<file path="config.mk">
export PLATFORM = sky130hd
export DESIGN_NAME = led_pattern_sequencer
export DESIGN_NICKNAME = d
export VERILOG_FILES = /design/src/rtl/led_pattern_sequencer.sv
export SDC_FILE = /design/constraint.sdc
export NUM_CORES = 1
export LEC_CHECK = 0
export CORE_MARGIN = 5
export CORE_UTILIZATION = 54
export DETAILED_ROUTE_END_ITERATION = 10
export PLACE_DENSITY_LB_ADDON = 0.05
export SYNTH_ARGS = -nofsm -noshare
export SYNTH_HDL_FRONTEND = slang
export SYNTH_SLANG_ARGS = --single-unit
</file>
<file path="constraint.sdc">
create_clock -name iCLK -period 4.6 [get_ports iCLK]
set_input_delay 0.69 -clock iCLK [delete_from_list [all_inputs] [get_ports iCLK]]
set_output_delay 0.69 -clock iCLK [all_outputs]
set_load 0.02 [all_outputs]
</file>
<file path="src/rtl/led_pattern_sequencer.sv">
// -----------------------------------------------------------------------------
// led_pattern_sequencer
//
// Drives one header LED pin with a programmable 1..16 step on/off pattern.
// Each step lasts TICK_DIV clock cycles. During "on" steps the LED is gated
// by an 8-bit PWM. Pattern, length and duty sit in shadow registers. They
// reach the active set only at a pattern wrap, or at any cycle while the
// sequencer is idle, so a running pattern never shows a torn update.
//
// Ports
//   iCLK      in   1   fabric clock
//   iRESET    in   1   synchronous active-high reset (drops pending loads)
//   iEN       in   1   1 = run sequence, 0 = stop with LED off
//   iPATTERN  in  16   pattern bits, bit n drives step n
//   iPAT_LEN  in   4   last step index (length = iPAT_LEN + 1)
//   iDUTY     in   8   PWM brightness, 0 = off, 255 = fully on
//   iLOAD     in   1   strobe capturing iPATTERN/iPAT_LEN/iDUTY into shadow
//   oLED      out  1   LED drive (registered)
//   oSTEP     out  4   current step index
//   oWRAP     out  1   one-cycle pulse, coincident with oSTEP returning to 0
//   oPENDING  out  1   shadow loaded but not yet applied
// -----------------------------------------------------------------------------
module led_pattern_sequencer #(
  parameter int unsigned TICK_DIV = 8_000_000
) (
  input  logic        iCLK,
  input  logic        iRESET,
  input  logic        iEN,
  input  logic [15:0] iPATTERN,
  input  logic [3:0]  iPAT_LEN,
  input  logic [7:0]  iDUTY,
  input  logic        iLOAD,
  output logic        oLED,
  output logic [3:0]  oSTEP,
  output logic        oWRAP,
  output logic        oPENDING
);

  localparam int unsigned PW = $clog2(TICK_DIV);
  localparam logic [PW-1:0] PRESC_LAST = PW'(TICK_DIV - 1);
  localparam logic [7:0]    PWM_LAST   = 8'd254;

  typedef enum logic [0:0] {
    ST_IDLE = 1'b0,
    ST_RUN  = 1'b1
  } state_e;

  state_e         state_q, state_d;
  logic [PW-1:0]  presc_q, presc_d;
  logic [7:0]     pwm_q, pwm_d;
  logic [3:0]     step_q, step_d;
  logic           wrap_q, wrap_d;
  logic           led_q, led_d;
  logic           pend_q, pend_d;
  logic [15:0]    act_pat_q, act_pat_d;
  logic [3:0]     act_len_q, act_len_d;
  logic [7:0]     act_duty_q, act_duty_d;
  logic [15:0]    sh_pat_q, sh_pat_d;
  logic [3:0]     sh_len_q, sh_len_d;
  logic [7:0]     sh_duty_q, sh_duty_d;

  logic           tick_s;
  logic           apply_s;
  logic           pwm_on_s;

  // Sequencing: FSM, prescaler, PWM counter, step advance and LED decision.
  always_comb begin
    state_d  = state_q;
    presc_d  = '0;
    pwm_d    = 8'd0;
    step_d   = step_q;
    wrap_d   = 1'b0;
    led_d    = 1'b0;
    tick_s   = 1'b0;
    apply_s  = 1'b0;
    pwm_on_s = (pwm_q < act_duty_q);

    case (state_q)
      ST_IDLE: begin
        // Idle applies any pending shadow immediately.
        apply_s = pend_q;
        if (iEN) begin
          state_d = ST_RUN;
        end else begin
          state_d = ST_IDLE;
        end
      end

      ST_RUN: begin
        if (iEN) begin
          state_d = ST_RUN;
          tick_s  = (presc_q == PRESC_LAST);
          if (tick_s) begin
            presc_d = '0;
          end else begin
            presc_d = presc_q + 1'b1;
          end
          if (pwm_q == PWM_LAST) begin
            pwm_d = 8'd0;
          end else begin
            pwm_d = pwm_q + 8'd1;
          end
          led_d = act_pat_q[step_q] & pwm_on_s;
          if (tick_s) begin
            // Equality compare only: a step beyond the length keeps counting.
            if (step_q == act_len_q) begin
              step_d  = 4'd0;
              wrap_d  = 1'b1;
              apply_s = pend_q;
            end else begin
              step_d  = step_q + 4'd1;
            end
          end else begin
            step_d = step_q;
          end
        end else begin
          // Leaving RUN: counters clear, LED goes dark next cycle.
          state_d = ST_IDLE;
          step_d  = 4'd0;
        end
      end

      default: begin
        state_d = ST_IDLE;
        step_d  = 4'd0;
      end
    endcase

    // Shadow-to-active transfer. A shorter applied length must not strand
    // the step index beyond the new end of the pattern.
    act_pat_d  = act_pat_q;
    act_len_d  = act_len_q;
    act_duty_d = act_duty_q;
    pend_d     = pend_q;
    if (apply_s) begin
      act_pat_d  = sh_pat_q;
      act_len_d  = sh_len_q;
      act_duty_d = sh_duty_q;
      pend_d     = 1'b0;
      if (sh_len_q < step_d) begin
        step_d = 4'd0;
      end else begin
        step_d = step_d;
      end
    end else begin
      pend_d = pend_q;
    end

    // A load after the apply above keeps the new capture pending.
    sh_pat_d  = sh_pat_q;
    sh_len_d  = sh_len_q;
    sh_duty_d = sh_duty_q;
    if (iLOAD) begin
      sh_pat_d  = iPATTERN;
      sh_len_d  = iPAT_LEN;
      sh_duty_d = iDUTY;
      pend_d    = 1'b1;
    end else begin
      sh_pat_d  = sh_pat_q;
    end
  end

  // State registers with synchronous reset to the default single-step pattern.
  always_ff @(posedge iCLK) begin
    if (iRESET) begin
      state_q    <= ST_IDLE;
      presc_q    <= '0;
      pwm_q      <= 8'd0;
      step_q     <= 4'd0;
      wrap_q     <= 1'b0;
      led_q      <= 1'b0;
      pend_q     <= 1'b0;
      act_pat_q  <= 16'h0001;
      act_len_q  <= 4'd0;
      act_duty_q <= 8'd255;
      sh_pat_q   <= 16'h0001;
      sh_len_q   <= 4'd0;
      sh_duty_q  <= 8'd255;
    end else begin
      state_q    <= state_d;
      presc_q    <= presc_d;
      pwm_q      <= pwm_d;
      step_q     <= step_d;
      wrap_q     <= wrap_d;
      led_q      <= led_d;
      pend_q     <= pend_d;
      act_pat_q  <= act_pat_d;
      act_len_q  <= act_len_d;
      act_duty_q <= act_duty_d;
      sh_pat_q   <= sh_pat_d;
      sh_len_q   <= sh_len_d;
      sh_duty_q  <= sh_duty_d;
    end
  end

  assign oLED     = led_q;
  assign oSTEP    = step_q;
  assign oWRAP    = wrap_q;
  assign oPENDING = pend_q;

endmodule
</file>
==> results.yml, run 1 <==
global_routing:
  grt.total_usage_pct: 16.83
  grt_first_pass_wirelength_um: 13280
  grt_use_met2_pct: 26.46
  grt_pass1_vias: 2875
  met1_usage_pct: 22.09
  antenna_found_initial: 0
  grtUsageMet3_pct: 5.528
  busiest_layer: "met2"
  grt_max_degree: 43
  overflow: 0
sta:
  grt_setup_unrepaired: "false"
  fmax_ghz: 0.2929
  hold_viol: 0
  fin_crit_ns: 3.414
  slew_violations: 0
  finalCritPeriodShare_pct: 74.22
  worst_slack_ns: 1.186
  setup_violations: 0
  slew_headroom_pct: 40.18
  tightest_slew_ns: 0.8904
  setup_tns_ns: 0
  skew_ns: 0.01098
  hold_slack_ns: 0.4713
synth:
  synth.distinct_cells: 47
  async_flop_share_pct: 0
  synthMuxAreaShare_pct: 14.61
  yosysWarnings: 0
  avgSynthCellArea_um2: 9.755
  synth_top_family_by_area: "simple AND/OR/NAND/NOR gates"
  synth-compound-area-share_pct: 6.064
  yosys_most_used_dff: "dfxtp_1"
  synth-seq-cells: 95
  post_synth_and_or_nand_nor_area_fraction_pct: 18.07
  synth_area_mm2: 0.004126
  syn_inst: 423
  seq_area_frac_synth_pct: 46.09
  synthAdderAreaFrac_pct: 4.245
  synth-edff-count: 0
  post_synth_xor_area_fraction_pct: 6.580
  syn_nets: 469
cts:
  cts.htree.levels: 3
  clkLatencyLatePin_ns: 0.35
  clockBufferDepth: 2
  ctsHoldBuffers: 0
  clock_sinks: 95
  cts_inserted_buffers: 9
  clockRootBuffer: "clkbuf_8"
  cts_resized: 0
  clkTransAtPathRegs_ns: 0.08
  cts_tree: "yes"
  cts_setup_buffers: 0
job:
  maxCapViolations: 0
power_and_ir_drop:
  combPwrFrac_pct: 7.9
  p_int_uw: 1134
  cellPowerDensity_mw_per_mm2: 314.0
  swShare_pct: 23.31
  clkPwrFrac_pct: 33.9
  p_leak_uw: 0.001859
  ir_drop_mv: 0.2080
  netSwitchingPower_uw: 344.8
  seq_power_share_pct: 58.2
floorplanning:
  rows: 31
  io_pins: 39
  dieArea_mm2: 0.009490
  start_util_pct: 56.29
  dieWidth_um: 97.42
  coreArea_mm2: 0.007331
  die_h_um: 97.42
layout:
  multi_input_area_mm2: 0.002046
  fillers: 622
  drive_above_1_share_pct: 5.435
  final_common_cell: "dfxtp_1"
  fin_nets: 501
  seq_area_mm2: 0.001902
  syn2layout_area_growth_pct: 14.16
  antenna_cells: 0
  final_cell_mix: "dfxtp_1, nor2_1, mux2i_1"
  final_area_mm2: 0.004711
routing:
  wl_per_cell_um: 13.81
  routed_wirelength_um: 7717
  ant_nets: 0
  drtPass1Iterations: 4
  drc: 0
  vias: 2980
  drt_iter0_markers: 136
  vias_per_cell: 5.331
setup_path:
  cp_data_arrival_time_ns: 3.63
  cp-end-kind: "flip-flop"
  crit_type: "flip-flop to flip-flop"
  cp_max_fo: 12
  start_kind: "flip-flop"
  crit_required_ns: 4.82
placed_design:
  gp_congestion: 0.9033
  portBuffers: 38
  place_hpwl_um: 5414
  post-place-ws_ns: 1.178
  placed_area_mm2: 0.004526
outcome:
  status: "finished clean"
min_path:
  hold_class: "flip-flop to flip-flop"
[sequential cells by signal (all words and copies together) (netlist names)]
register	count
pwm_q	8
act_duty_q	8
oLED	1
presc_q	23
oWRAP	1
oSTEP	4
state_q	1
sh_duty_q	8
sh_pat_q	16
sh_len_q	4
act_pat_q	16
act_len_q	4
oPENDING	1
[critical path, stage by stage, from the launching register on]
cell,delay (ns)
dfxtp_1,0.67
xnor2_1,0.18
nand4_1,0.37
a211o_1,0.37
a222oi_1,0.42
ha_1,0.36
nand4b_1,0.11
nand4_1,0.09
nor4_1,0.22
a2bb2oi_1,0.33
a32oi_1,0.15
[final timing paths]
check,to,depth (start not counted),from,slack [ns]
worst max-delay path,oSTEP[1],10,oSTEP[0],1.19
worst min-delay path,presc_q[0],1,presc_q[0],0.47
worst max register to register,oSTEP[1],10,oSTEP[0],1.19
worst min register to register,presc_q[0],1,presc_q[0],0.47
[cell families after synthesis]
group | after synthesis
buffers and inverters | 36
adder cells (fa/ha/maj) | 14
AND/OR/NAND/NOR | 161
multiplexers | 54
flip-flops | 95
XOR/XNOR | 31
AO/OA/AOI/OAI | 32
[routing by layer]
metal | wire, µm | vias up | part of all wire (%)
met5 | 0 | - | 0
met3 | 327 | 5 | 4.2
li1 | - | 1516 | -
met2 | 3707 | 56 | 48
met1 | 3639 | 1403 | 47
met4 | 43 | 0 | 0.56
[cells in the mapped netlist, types with 2 or more instances]
| master | count | share of area [%] |
|---|---|---|
| a211o_1 | 2 | 0.42 |
| inv_1 | 17 | 1.5 |
| clkbuf_1 | 10 | 0.91 |
| mux2i_1 | 49 | 12 |
| or3_1 | 3 | 0.45 |
| a222oi_1 | 2 | 0.49 |
| nand3_1 | 16 | 1.9 |
| ha_1 | 14 | 4.2 |
| and4_1 | 2 | 0.42 |
| nor2_1 | 74 | 6.7 |
| o211ai_1 | 7 | 1.3 |
| and3_1 | 3 | 0.45 |
| dfxtp_1 | 95 | 46 |
| xor2_1 | 18 | 3.8 |
| nor3_1 | 5 | 0.61 |
| o21ai_1 | 2 | 0.24 |
| nand2_1 | 30 | 2.7 |
| buf_2 | 4 | 0.49 |
| nand4b_1 | 2 | 0.42 |
| nor4b_1 | 3 | 0.64 |
| a21o_1 | 2 | 0.36 |
| nor2b_1 | 2 | 0.30 |
| and2_1 | 6 | 0.91 |
| nand4_1 | 10 | 1.5 |
| a31oi_1 | 2 | 0.30 |
| mux4_2 | 5 | 2.7 |
| o21ai_0 | 3 | 0.36 |
| xnor2_1 | 13 | 2.8 |
| a21oi_1 | 4 | 0.49 |
[final cells by class]
cell class | count | area share [%]
clock inverter | 4 | 0.6374
sequential | 95 | 40.37
multi-input combinational | 292 | 43.43
tap | 99 | 2.629
clock buffer | 12 | 3.293
timing repair buffer | 40 | 8.287
inverter | 17 | 1.355
[through the flow]
stage	std cells	total power [µW]	utilization, %
2_1_floorplan	423	955.6	-
3_3_place_gp	543	995.3	61.73
3_5_place_dp	543	998.1	61.73
4_1_cts	559	1500	64.26
5_1_grt	559	1547	64.26
6_report	559	1479	64.26
[power by group through the flow]
stage / clock [µW] / combinational [µW] / sequential (µW)
after floorplan: 0 / 79.2 / 876
after global placement: 0 / 116 / 880
after detailed placement: 0 / 118 / 880
after CTS: 520 / 118 / 861
after global routing: 552 / 131 / 864
final: 501 / 117 / 861
(Power assumes the default switching activity.)
==> run 2, diff against run 1 <==
Settings changed: CORE_UTILIZATION 54 to 51.
Clock period 4.6 ns to 3.1 ns, I/O delays scaled along.
==> results.yml, run 2 (synthesized netlist as in run 1, its figures left out) <==
outcome:
  status: "finished clean"
layout:
  reg_top3: "presc_q: 23 flops, act_pat_q: 16 flops, sh_pat_q: 16 flops"
  final_cell_mix: "dfxtp_1, nor2_1, mux2i_1"
  largest_reg_flops: 23
  fin_nets: 516
  top_register: "presc_q"
  fillers: 705
  antenna_cells: 0
  stdcell_count: 577
  syn2layout_area_growth_pct: 18.04
  final_common_cell: "dfxtp_1"
  drive_above_1_share_pct: 10.53
floorplanning:
  dieWidth_um: 99.95
  die_h_um: 99.95
  io_pins: 39
  dieArea_mm2: 0.009990
  coreArea_mm2: 0.007807
  start_util_pct: 52.85
  rows: 32
setup_path:
  path_depth: 11
  cp-end-kind: "flip-flop"
  ff2ff_setup_slack_ns: 0.08
  cp_top_family: "compound AO/OA/AOI/OAI gates"
  worst_path_largest_cell_delay_ns: 0.43
  crit_slowest_cell: "a222oi_1"
  critical_path_buf_inv_count: 0
  cp_data_arrival_time_ns: 3.25
  worst-r2r-cell-count: 11
  crit_start: "presc_q[1]"
  endpoint: "oSTEP[1]"
  rr_endpoint: "oSTEP[1]"
  crit_chain: "ha_4 > nand3_2 > or3_4 > a211o_1 > a222oi_1 > ha_1 > nand4b_1 > nand4_1 > nor4_2 > a2bb2oi_2 > a32oi_1"
  start_kind: "flip-flop"
  cp_max_fo: 6
  crit_required_ns: 3.33
  reg2reg_from: "presc_q[1]"
  crit_type: "flip-flop to flip-flop"
global_routing:
  grtUsageMet3_pct: 3.892
  grt_first_pass_wirelength_um: 13640
  grt.total_usage_pct: 16.82
  met1_usage_pct: 21.60
  grt_use_met2_pct: 27.50
  grt_pass1_vias: 2975
  overflow: 0
  antenna_found_initial: 0
  busiest_layer: "met2"
  grt_max_degree: 32
sta:
  fmax_ghz: 0.3309
  slew_violations: 0
  worst_slack_ns: 0.07830
  skew_ns: 0.01248
  slew_headroom_pct: 42.86
  tightest_slew_ns: 0.8572
  finalCritPeriodShare_pct: 97.47
  setup_violations: 0
  hold_viol: 0
  fin_crit_ns: 3.022
cts:
  clkTransAtPathRegs_ns: 0.10
  ctsHoldBuffers: 0
  clockBufferDepth: 2
  clock_sinks: 95
  cts_tree: "yes"
  clkLatencyLatePin_ns: 0.36
  clockRootBuffer: "clkbuf_8"
  cts.htree.levels: 3
  cts_inserted_buffers: 9
power_and_ir_drop:
  power.total_uw: 2196
  netSwitchingPower_uw: 545.6
  swShare_pct: 24.84
  seq_power_share_pct: 58.1
  ir_drop_mv: 0.3233
  combPwrFrac_pct: 8.3
  cellPowerDensity_mw_per_mm2: 450.9
  p_int_uw: 1651
  p_leak_uw: 0.001927
  clkPwrFrac_pct: 33.6
placed_design:
  post-place-ws_ns: -0.05149
  portBuffers: 38
  dpl.cell_count: 560
  place_hpwl_um: 5731
  gp_congestion: 0.9556
routing:
  drt_iter0_markers: 162
  drc: 0
  wl_per_cell_um: 13.82
  vias: 3062
  routed_wirelength_um: 7972
  drtPass1Iterations: 4
  vias_per_cell: 5.307
  ant_nets: 0
job:
  maxCapViolations: 0
min_path:
  hold_class: "flip-flop to flip-flop"
run 2: metrics by stage:
stage / cell area [µm²] / hold slack, ns / util, % / TNS [ns]
final: 4871 / 0.4792 / 62.39 / 0
after detailed placement: 4634 / 0.4652 / 59.36 / -0.1033
after global placement: 4634 / 0.4549 / 59.36 / 0
after global routing: 4871 / 0.5123 / 62.39 / -0.1586
after floorplan: 4126 / 0.4300 / - / 0
after CTS: 4813 / 0.4855 / 61.65 / 0
run 2: repair_timing:
| item | CTS | global route |
|---|---|---|
| setup buffers | 0 | 1 |
| pin swaps | 0 | 8 |
| resized for setup | 1 | 11 |
| setup endpoints to repair | 3 | 4 |
| gates cloned | 0 | 0 |
run 2: layout make-up:
type                       count  area (µm²)  share of cell area, %
timing repair buffer          55       503.0                  10.33
clock inverter                 5       41.29                 0.8477
sequential                    95        1906                  39.12
inverter                      17       63.81                  1.310
multi-input combinational    292        2098                  43.08
tap                          102       127.6                  2.620
clock buffer                  11       131.4                  2.697
run 2: power by group through the flow:
stage / clock network, µW / logic [µW] / registers, µW
floorplan: 0 / 118 / 1300
global placement: 0 / 178 / 1300
detailed placement: 0 / 182 / 1310
CTS: 754 / 183 / 1280
global route: 805 / 202 / 1280
finish: 738 / 182 / 1280
run 2: how the worst min path moves through the flow:
stage	start	endpoint	slack [ns]	depth (start not counted)
4_1_cts	sh_pat_q[0]	act_pat_q[0]	0.49	2
6_report	sh_pat_q[0]	act_pat_q[0]	0.48	2
3_3_place_gp	sh_duty_q[4]	sh_duty_q[4]	0.45	2
3_5_place_dp	sh_duty_q[7]	sh_duty_q[7]	0.47	2
5_1_grt	sh_duty_q[6]	sh_duty_q[6]	0.51	2
2_1_floorplan	presc_q[0]	presc_q[0]	0.43	1
run 2: worst register-to-register path, cell delays in order, from the launching register on:
cell and delay, ns:
dfxtp_2 0.37, ha_4 0.15, nand3_2 0.06, or3_4 0.38, a211o_1 0.28, a222oi_1 0.43
ha_1 0.35, nand4b_1 0.10, nand4_1 0.11, nor4_2 0.31, a2bb2oi_2 0.24, a32oi_1 0.12
run 2: layer usage:
layer,up-vias,share of wire [%]
li1,1554,-
met1,1449,46
met2,46,49
met3,13,3.2
met4,0,1.8
met5,-,0
